$ cat config.mk
export PLATFORM = sky130hd
export DESIGN_NAME = tsu_queue_regs_flat
export DESIGN_NICKNAME = d
export VERILOG_FILES = /design/src/rtl/tsu_queue_regs_if.sv /design/src/rtl/tsu_queue_regs.sv /design/src/flat_wrapper.sv
export SDC_FILE = /design/constraint.sdc
export NUM_CORES = 1
export LEC_CHECK = 0
export ABC_AREA = 1
export CORE_ASPECT_RATIO = 1.4
export CORE_MARGIN = 10
export CORE_UTILIZATION = 45
export CTS_CLUSTER_DIAMETER = 40
export CTS_CLUSTER_SIZE = 10
export DETAILED_ROUTE_END_ITERATION = 8
export PLACE_DENSITY = 0.7
export SLEW_MARGIN = 5
export SYNTH_ARGS = -nofsm -noshare
export SYNTH_HDL_FRONTEND = slang
export SYNTH_SLANG_ARGS = --single-unit
$ cat constraint.sdc
create_clock -name clk -period 14.2 [get_ports clk]
set_clock_uncertainty 0.15 [all_clocks]
set_input_delay 3.55 -clock clk [delete_from_list [all_inputs] [get_ports clk]]
set_output_delay 3.55 -clock clk [all_outputs]
set_load 0.01 [all_outputs]
$ cat src/rtl/tsu_queue_regs_if.sv
// Register bus between a host and the time-stamp queue register block.
interface tsu_queue_regs_if #(
  parameter int ADDR_W = 8
);
  logic              wr_in;
  logic              rd_in;
  logic [ADDR_W-1:0] addr_in;
  logic [31:0]       data_in;
  logic [31:0]       data_out;

  modport master (output wr_in, rd_in, addr_in, data_in, input data_out);
  modport slave  (input wr_in, rd_in, addr_in, data_in, output data_out);
endinterface

$ cat src/rtl/tsu_queue_regs.sv
// Per-channel time-stamp queue control/status registers with a pop sequencer
// that pulls the queue head into four readable data words.
module tsu_queue_regs #(
  parameter int NUM_CH = 2,
  parameter int ADDR_W = 8,
  parameter int RD_LAT = 1
) (
  input  logic                  clk,
  input  logic                  rst,
  tsu_queue_regs_if.slave       bus,
  output logic [NUM_CH-1:0]     q_rst_out,
  output logic [NUM_CH-1:0]     q_rd_en_out,
  output logic [8*NUM_CH-1:0]   q_ptp_msgid_mask_out,
  input  logic [NUM_CH-1:0]     q_empty_in,
  input  logic [8*NUM_CH-1:0]   q_stat_in,
  input  logic [128*NUM_CH-1:0] q_data_in,
  output logic                  irq_out
);

  typedef enum logic [1:0] {IDLE, REQ, WAIT, CAPT} pop_st_e;

  logic [ADDR_W-1:0] ch_idx;
  logic [2:0]        off;
  logic [NUM_CH-1:0] hit;

  logic [NUM_CH-1:0]        ok_w, ien_w, busy_w;
  logic [NUM_CH-1:0][7:0]   mask_w, ucnt_w, stat_w;
  logic [NUM_CH-1:0][127:0] dat_w;

  logic [31:0] rdata;
  logic [31:0] data_out_q;
  logic        irq_q;

  assign ch_idx = bus.addr_in >> 5;
  assign off    = bus.addr_in[4:2];

  for (genvar c = 0; c < NUM_CH; c++) begin : g_ch
    pop_st_e     st_q, st_d;
    logic [1:0]  wcnt_q, wcnt_d;
    logic        ok_q, ien_q, qrst_q;
    logic [7:0]  mask_q, ucnt_q, stat_q;
    logic [127:0] dat_q;
    logic        wr_ctrl, wr_cfg, rd_cfg, qrst_req, pop_req, underflow;

    assign hit[c]    = (ch_idx == ADDR_W'(c));
    assign wr_ctrl   = bus.wr_in && hit[c] && (off == 3'd0);
    assign wr_cfg    = bus.wr_in && hit[c] && (off == 3'd1);
    assign rd_cfg    = bus.rd_in && hit[c] && (off == 3'd1);
    // q_rst beats a pop written in the same word
    assign qrst_req  = wr_ctrl && bus.data_in[1];
    assign pop_req   = wr_ctrl && bus.data_in[0] && !bus.data_in[1];
    assign underflow = pop_req && (st_q == IDLE) && q_empty_in[c];

    always_comb begin
      st_d   = st_q;
      wcnt_d = wcnt_q;
      case (st_q)
        IDLE: if (pop_req && !q_empty_in[c]) st_d = REQ;
        REQ: begin
          if (RD_LAT == 1) st_d = CAPT;
          else begin
            st_d   = WAIT;
            wcnt_d = 2'(RD_LAT - 2);
          end
        end
        WAIT: begin
          if (wcnt_q == 2'd0) st_d = CAPT;
          else                wcnt_d = wcnt_q - 2'd1;
        end
        CAPT:    st_d = IDLE;
        default: st_d = IDLE;
      endcase
      if (qrst_req) st_d = IDLE;
    end

    always_ff @(posedge clk or posedge rst) begin
      if (rst) begin
        st_q   <= IDLE;
        wcnt_q <= '0;
        ok_q   <= 1'b0;
        ien_q  <= 1'b0;
        qrst_q <= 1'b0;
        mask_q <= '0;
        ucnt_q <= '0;
        stat_q <= '0;
        dat_q  <= '0;
      end else begin
        st_q   <= st_d;
        wcnt_q <= wcnt_d;
        qrst_q <= qrst_req;
        stat_q <= q_stat_in[8*c +: 8];
        if (wr_ctrl) ien_q  <= bus.data_in[2];
        if (wr_cfg)  mask_q <= bus.data_in[31:24];

        if (qrst_req) ok_q <= 1'b0;
        else if (st_q == IDLE && st_d == REQ) ok_q <= 1'b0;
        else if (st_q == CAPT) begin
          ok_q  <= 1'b1;
          dat_q <= q_data_in[128*c +: 128];
        end

        // a status read clears the count but keeps an underflow from the same cycle
        if (qrst_req)    ucnt_q <= '0;
        else if (rd_cfg) ucnt_q <= underflow ? 8'd1 : 8'd0;
        else if (underflow && ucnt_q != 8'hFF) ucnt_q <= ucnt_q + 8'd1;
      end
    end

    assign ok_w[c]   = ok_q;
    assign ien_w[c]  = ien_q;
    assign busy_w[c] = (st_q != IDLE);
    assign mask_w[c] = mask_q;
    assign ucnt_w[c] = ucnt_q;
    assign stat_w[c] = stat_q;
    assign dat_w[c]  = dat_q;

    assign q_rst_out[c]               = qrst_q;
    assign q_rd_en_out[c]             = (st_q == REQ);
    assign q_ptp_msgid_mask_out[8*c +: 8] = mask_q;
  end

  always_comb begin
    rdata = '0;
    for (int c = 0; c < NUM_CH; c++) begin
      if (hit[c]) begin
        case (off)
          3'd0: rdata = {29'd0, ien_w[c], busy_w[c], ok_w[c]};
          3'd1: rdata = {mask_w[c], ucnt_w[c], 8'd0, stat_w[c]};
          3'd4: rdata = dat_w[c][127:96];
          3'd5: rdata = dat_w[c][95:64];
          3'd6: rdata = dat_w[c][63:32];
          3'd7: rdata = dat_w[c][31:0];
          default: rdata = '0;
        endcase
      end
    end
  end

  always_ff @(posedge clk or posedge rst) begin
    if (rst) begin
      data_out_q <= '0;
      irq_q      <= 1'b0;
    end else begin
      if (bus.rd_in) data_out_q <= rdata;
      irq_q <= |(ok_w & ien_w);
    end
  end

  assign bus.data_out = data_out_q;
  assign irq_out      = irq_q;

endmodule
$ cat src/flat_wrapper.sv
// flat-port wrapper written by rule: the top's interface ports become plain ports
module tsu_queue_regs_flat 
#(
  parameter int NUM_CH = 2,
  parameter int ADDR_W = 8,
  parameter int RD_LAT = 1
)
  (clk, rst, q_rst_out, q_rd_en_out, q_ptp_msgid_mask_out, q_empty_in, q_stat_in, q_data_in, irq_out, bus_wr_in, bus_rd_in, bus_addr_in, bus_data_in, bus_data_out);
  tsu_queue_regs_if #(.ADDR_W(ADDR_W)) bus_i ();
  input  logic clk;
  input  logic rst;
  output logic [NUM_CH-1:0] q_rst_out;
  output logic [NUM_CH-1:0] q_rd_en_out;
  output logic [8*NUM_CH-1:0] q_ptp_msgid_mask_out;
  input  logic [NUM_CH-1:0] q_empty_in;
  input  logic [8*NUM_CH-1:0] q_stat_in;
  input  logic [128*NUM_CH-1:0] q_data_in;
  output logic irq_out;
  input wire logic [$bits(bus_i.wr_in)-1:0] bus_wr_in;
  input wire logic [$bits(bus_i.rd_in)-1:0] bus_rd_in;
  input wire logic [$bits(bus_i.addr_in)-1:0] bus_addr_in;
  input wire logic [$bits(bus_i.data_in)-1:0] bus_data_in;
  output wire logic [$bits(bus_i.data_out)-1:0] bus_data_out;
  assign bus_i.wr_in = bus_wr_in;
  assign bus_i.rd_in = bus_rd_in;
  assign bus_i.addr_in = bus_addr_in;
  assign bus_i.data_in = bus_data_in;
  assign bus_data_out = bus_i.data_out;
  tsu_queue_regs #(.NUM_CH(NUM_CH), .ADDR_W(ADDR_W), .RD_LAT(RD_LAT)) u_core (.clk(clk), .rst(rst), .bus(bus_i), .q_rst_out(q_rst_out), .q_rd_en_out(q_rd_en_out), .q_ptp_msgid_mask_out(q_ptp_msgid_mask_out), .q_empty_in(q_empty_in), .q_stat_in(q_stat_in), .q_data_in(q_data_in), .irq_out(irq_out));
endmodule
### Word level (Yosys, flattened, before mapping)

Index checks and enable logic that the tools add are counted.

* $add $sub $neg: 4
* equal/unequal tests: 16
* multiplexer cells: 26
* bitwise operators: 7
* reductions and logical operators: 46

Operators by type and width (number)
* 32-bit one-hot mux with 6 select lines: 2
* 32-bit 2-to-1 mux: 2
* 8-bit 2-to-1 mux: 6
* 1-bit logical AND: 26
* 8-bit by 1-bit adder with 8-bit output, second input constant: 2
* 8-bit != test, second input constant: 2
* 2-bit one-hot mux with 4 select lines: 2
* 3-bit == test, second input constant: 4
* 2-bit 2-to-1 mux: 6
* 3-bit nonzero test: 4
* 2-bit by 1-bit == test with 1-bit output, second input constant: 4
* 2-bit == test, second input constant: 4
* 2-bit zero test: 4
* 8-bit zero test: 1
* 1-bit 2-to-1 mux: 8
* 3-bit by 1-bit == test with 1-bit output, second input constant: 2
* 1-bit NOT: 6
* 3-bit AND reduction: 2
* 2-bit AND reduction: 2
* 2-bit nonzero test: 2
* 2-bit by 1-bit subtractor with 2-bit output, second input constant: 2
* 1-bit zero test: 3
* 3-bit zero test: 1
* 2-bit AND: 1
* 2-bit OR reduction: 1

* register bits after elaboration: 351
* input port bits: 318
* word-level logic and storage cells: 119

### Depth between registers and ports, before layout

* word-level depth: 13
* depth in mapped cells: 13

### Worst setup path before layout

OpenSTA, ideal clock, no wires.

* kind: input port to flip-flop
* start: input port bus_addr_in[4]
* end: register u_core.g_ch[1].dat_q[32]
* setup time: 117 ps
* data arrival time: 4762 ps
* data required time: 13933 ps
* slack: 9171 ps
* stages on the path: 11
* path buffers: 3
* cells stage by stage: buf_4 -> inv_2 -> nand3_4 -> nor2_4 -> nand3_1 -> nand2_1 -> nand2_2 -> buf_2 -> buf_2 -> nand4_1 -> nand2_1

* cells in the longest elaborated chain, start to end: 12

Ends and longest elaborated chain
* from (decl): line flat_wrapper.sv:21 `input wire logic [$bits(bus_i.addr_in)-1:0] bus_addr_in;`
* 3-bit zero test (*): line tsu_queue_regs.sv:46 `assign wr_ctrl = bus.wr_in && hit[c] && (off == 3'd0);`
* 1-bit logical AND (*): line tsu_queue_regs.sv:46
* 1-bit logical AND (2 in series): line tsu_queue_regs.sv:51 `assign pop_req = wr_ctrl && bus.data_in[0] && !bus.data_in[1];`
* 1-bit logical AND: line tsu_queue_regs.sv:58 `IDLE: if (pop_req && !q_empty_in[c]) st_d = REQ;`
* 2-bit 2-to-1 mux: line tsu_queue_regs.sv:58
* 2-bit one-hot mux with 4 select lines: line tsu_queue_regs.sv:57 `case (st_q)`
* 2-bit 2-to-1 mux: line tsu_queue_regs.sv:73 `if (qrst_req) st_d = IDLE;`
* 2-bit by 1-bit == test with 1-bit output: line tsu_queue_regs.sv:96 `else if (st_q == IDLE && st_d == REQ) ok_q <= 1'b0;`
* 1-bit logical AND: line tsu_queue_regs.sv:96
* 1-bit NOT (no line)
* 3-bit AND reduction (no line) (*)
* to (signal assigned): line tsu_queue_regs.sv:99 `dat_q <= q_data_in[128*c +: 128];`
* to (decl): line tsu_queue_regs.sv:42 `logic [127:0] dat_q;`

Every way passes the cells marked *; elsewhere a longest branch is shown, timed or not.
A chain may end at the register's enable or synchronous reset.

### Worst setup path after layout

* start: input port bus_addr_in[3]
* end: register u_core.g_ch[1].ucnt_q[7]

* cells in the longest elaborated chain, start to end: 8

Ends and longest elaborated chain
* 3-bit zero test: line tsu_queue_regs.sv:46
* 1-bit logical AND: line tsu_queue_regs.sv:46
* 1-bit logical AND (2 in series): line tsu_queue_regs.sv:51
* 1-bit logical AND (2 in series): line tsu_queue_regs.sv:52 `assign underflow = pop_req && (st_q == IDLE) && q_empty_in[c];`
* 1-bit logical AND: line tsu_queue_regs.sv:105 `else if (underflow && ucnt_q != 8'hFF) ucnt_q <= ucnt_q + 8'd1;`
* 3-bit nonzero test (no line)
* to (signal assigned): line tsu_queue_regs.sv:104 `else if (rd_cfg) ucnt_q <= underflow ? 8'd1 : 8'd0;`
* to (signal assigned): line tsu_queue_regs.sv:105
* to (decl): line tsu_queue_regs.sv:41 `logic [7:0] mask_q, ucnt_q, stat_q;`

Parallel ways exist; a longest one is shown, timed or not.

==> flow_summary.yaml <==
critical_path:
  regToRegStartpoint: "u_core.g_ch[1].st_q[0]"
  crit_required_ns: 14.47
  worstPathBufferInverterCount: 6
  worst_case_register_to_register_setup_slack_ns: 11.11
  element_type_at_the_critical_path_end: "flop"
  worst-r2r-cell-count: 8
  crit_path_cells: "clkdlybuf4s50_1, inv_2, buf_4, nand3_1, inv_2, nand3_1, inv_2, nor2_1, nand2_2, inv_2, nand2_1, o21ai_1"
  cpPeakStageDelay_ns: 0.95
  critical_path_launch_point_type: "input pin"
  cp.arrival_ns: 7.85
  critPathMaxFanout: 42
  worstSetupPathDepth: 12
  critical_path.top_delay_family: "buffers and inverters"
  worstSetupEndpoint: "u_core.g_ch[1].ucnt_q[7]"
  worst_path_most_repeated_cell: "inv_2"
  worstSetupPathType: "in -> reg"
  critical_path.startpoint: "bus_addr_in[3]"
  crit_path_top_delay_cell: "inv_2"
  r2r_end: "u_core.g_ch[1].dat_q[13]"
timing:
  period_minus_slack_ns: 7.58
  maxClockFrequency_mhz: 132
  setup_tns_after_final_layout_ns: 0
  worst_hold_slack_ns: 0.318
  fin_crit_sh: 0.534
  slew-limit-headroom: 0.217
  final-setup-viol-count: 0
  total_count_of_hold_check_failures_in_the_final_report: 0
  worstMarginPinSlew_ns: 1.17
  report.final.slew_viol_count: 0
  grt_setup_unrepaired: "no"
global_route:
  grt.overflow.total: 0
  grt_first_pass_wirelength_um: 94200
  largest_net_degree_at_the_start_of_global_routing: 117
  initial_antenna_violation_count: 6
  first_global_vias: 16200
  grtUsageTotal: 0.257
synthesis:
  syn-instance-count: 2173
  top_area_cell_type_share_of_the_netlist_area: 0.511
  synth_seq_area_share: 0.511
  post_synth_fa_ha_maj_area_fraction: 0.00874
  post_synth_and_or_nand_nor_area_fraction: 0.366
  synth-seq-cells: 351
  synth_compound_area_frac: 0.0364
  ys_top_cells_by_area: "dfrtp_1 51%, nand2_1 22%, nand4_1 11%"
  synthMuxAreaShare: 0.00721
  synth_top_family_by_area: "simple AND/OR/NAND/NOR gates"
  yosys.area.top_type: "dfrtp_1"
  synth.net_count: 2503
  syn_avg_cell_area_um2: 7.90
  mappedNetlistArea_mm2: 0.0172
  synth-warning-count: 0
  post_synth_xor_area_fraction: 0.00255
  synth.distinct_cells: 32
hold_path:
  min_path_type: "reg -> reg"
  min_from: "u_core.g_ch[0].dat_q[45]"
flow_run:
  drv.max_cap_violation_count: 0
route:
  post-route-drc-count: 0
  wl_per_cell_um: 20.7
  dr_total_vias: 16300
  dr.first_iter.drc_count: 1556
  drtAntennaViolNets: 0
  detail_route.first_pass.iterations: 5
  routed_via_density: 5.58
  totalWireLength_um: 60600
power:
  ir_drop_mv: 0.217
  cellPowerDensity_mw_per_mm2: 185
  share_clk_of_total_power: 0.279
  power.switching_mw: 1.50
  power.switching_fraction: 0.367
  power.static_leakage_nw: 11.0
  seqPwrFrac: 0.400
  internal_power_mw: 2.58
  power.share.combinational: 0.322
clocking:
  clock_tree.htree_level_count: 2
  cts_resized: 0
  postCtsSetupRepairBufs: 0
  clock_latency_ns: 0.55
  clk_path_buf_depth: 3
  clkTransAtPathRegs_ns: 0.05
  cts_buffers: 46
  clkSinkCount: 351
  tritoncts: "yes"
  ctsHoldBuffers: 0
  cts-root-buf: "clkbuf_16"
cells_and_area:
  final_standard_cell_utilization_of_the_core: 0.587
  post_route_cells_drive_above_1_share: 0.0528
  nNetsFinal: 2751
  seq_area_mm2: 0.00878
  area_of_the_multi_input_gates_mm2: 0.00729
  fillers: 3384
  post_layout_nonfiller_instances: 2921
  areaGrowthSynthToFinish_pct: 28.7
die:
  floorplan.initialDensity: 0.456
  die_extent_in_x_um: 185
  std_cell_rows: 84
  die_area_mm2: 0.0465
  placeableCoreArea_mm2: 0.0376
  floorplan.die.height_um: 251
  boundaryPins: 371
placed_design:
  placedCellCount: 2846
  numPortBuffers: 347
  hpwlAfterDp_um: 41600
  gp_routability_congestion: 0.875
outcome:
  outcome: "finished, final reports clean"
power by group through the flow:
stage	combinational [mW]	clock, mW	sequential, mW
2_1_floorplan	0.994	0	1.59
3_3_place_gp	1.26	0	1.62
3_5_place_dp	1.31	0	1.64
4_1_cts	1.32	1.15	1.62
5_1_grt	1.50	1.19	1.67
6_report	1.31	1.14	1.63
cells in the final DEF (no fill, tap or decap), drive strengths merged:
| cell | count |
|---|---|
| clkinvlp | 3 |
| inv | 85 |
| ha | 12 |
| dfrtp | 351 |
| o311a | 2 |
| a21oi | 6 |
| bufinv | 4 |
| diode | 6 |
| mux2 | 11 |
| xnor2 | 1 |
| nor3 | 12 |
| buf | 25 |
| o21ai | 108 |
| clkinv | 3 |
| a31oi | 1 |
| clkdlybuf4s50 | 345 |
| clkbuf | 58 |
| o21a | 2 |
| nand2 | 997 |
| xor2 | 4 |
| o22ai | 2 |
| nor2 | 29 |
| nand4 | 313 |
| nand3 | 68 |
cells in the mapped netlist, drive strengths merged:
master,count
nor2,29
o22ai,2
buf,100
nor3,12
nand4,313
dfrtp,351
ha,12
xor2,4
inv,83
mux2,11
o311a,2
clkinv,1
o21ai,108
nand3,68
nand2,997
a21oi,6
a31oi,1
o21a,2
xnor2,1
clkbuf,70
state kept, by name, summed over array words and instances (netlist names):
register and flops:
u_core.irq_out 1, u_core.g_ch.ok_q 2, u_core.g_ch.wcnt_q 4, u_core.bus.data_out 32, u_core.g_ch.mask_q 16, u_core.g_ch.dat_q 256
u_core.g_ch.ien_q 2, u_core.g_ch.stat_q 16, u_core.g_ch.st_q 4, u_core.g_ch.qrst_q 2, u_core.g_ch.ucnt_q 16
cells by family (layout without fill, tap and decap cells):
logic type               Yosys count  in the layout
AND/OR/NAND/NOR                 1419           1419
AO/OA/AOI/OAI                    121            121
XOR/XNOR                           5              5
other                              0              6
multiplexers                      11             11
flip-flops                       351            351
adder cells (fa/ha/maj)           12             12
buffers and inverters            254            523
how the worst min path moves through the flow:
stage | to | slack, ns | cells after the start
3_5_place_dp | u_core.g_ch[1].dat_q[7] | 0.31 | 2
4_1_cts | u_core.g_ch[0].dat_q[66] | 0.32 | 2
5_1_grt | u_core.g_ch[0].dat_q[0] | 0.33 | 2
3_3_place_gp | u_core.g_ch[1].dat_q[85] | 0.30 | 2
6_report | u_core.g_ch[0].dat_q[45] | 0.32 | 2
2_1_floorplan | u_core.g_ch[0].dat_q[72] | 0.29 | 2
metal layers:
metal / wire length (um) / vias up / global-route usage
met3: 4570 / 115 / 0.0469
met5: 0 / - / 0
li1: - / 7693 / -
met2: 29600 / 633 / 0.424
met1: 24100 / 7853 / 0.325
met4: 2380 / 0 / 0.107
cell type report:
type	count	area share
Clock inverter	11	0.00753
Sequential cell	351	0.397
Multi-Input combinational cell	1568	0.330
Timing Repair Buffer	370	0.164
Antenna cell	6	0.000679
Clock buffer	58	0.0587
Inverter	84	0.0147
Tap cell	473	0.0268
metrics by stage:
| stage | area (um^2) | worst slack, ns | power, mW |
|---|---|---|---|
| final | 22100 | 6.62 | 4.08 |
| after global routing | 22100 | 6.27 | 4.36 |
| after CTS | 22100 | 6.59 | 4.09 |
| after detailed placement | 20600 | 6.02 | 2.94 |
| after global placement | 20600 | 6.03 | 2.88 |
| after floorplan | 17200 | 0.765 | 2.58 |
tightest hold or removal path, cell delays in order, from the launching register on:
cell and delay, ns:
dfrtp_1 0.34, nand2_1 0.05, nand2_1 0.04
(Power assumes the default switching activity.)
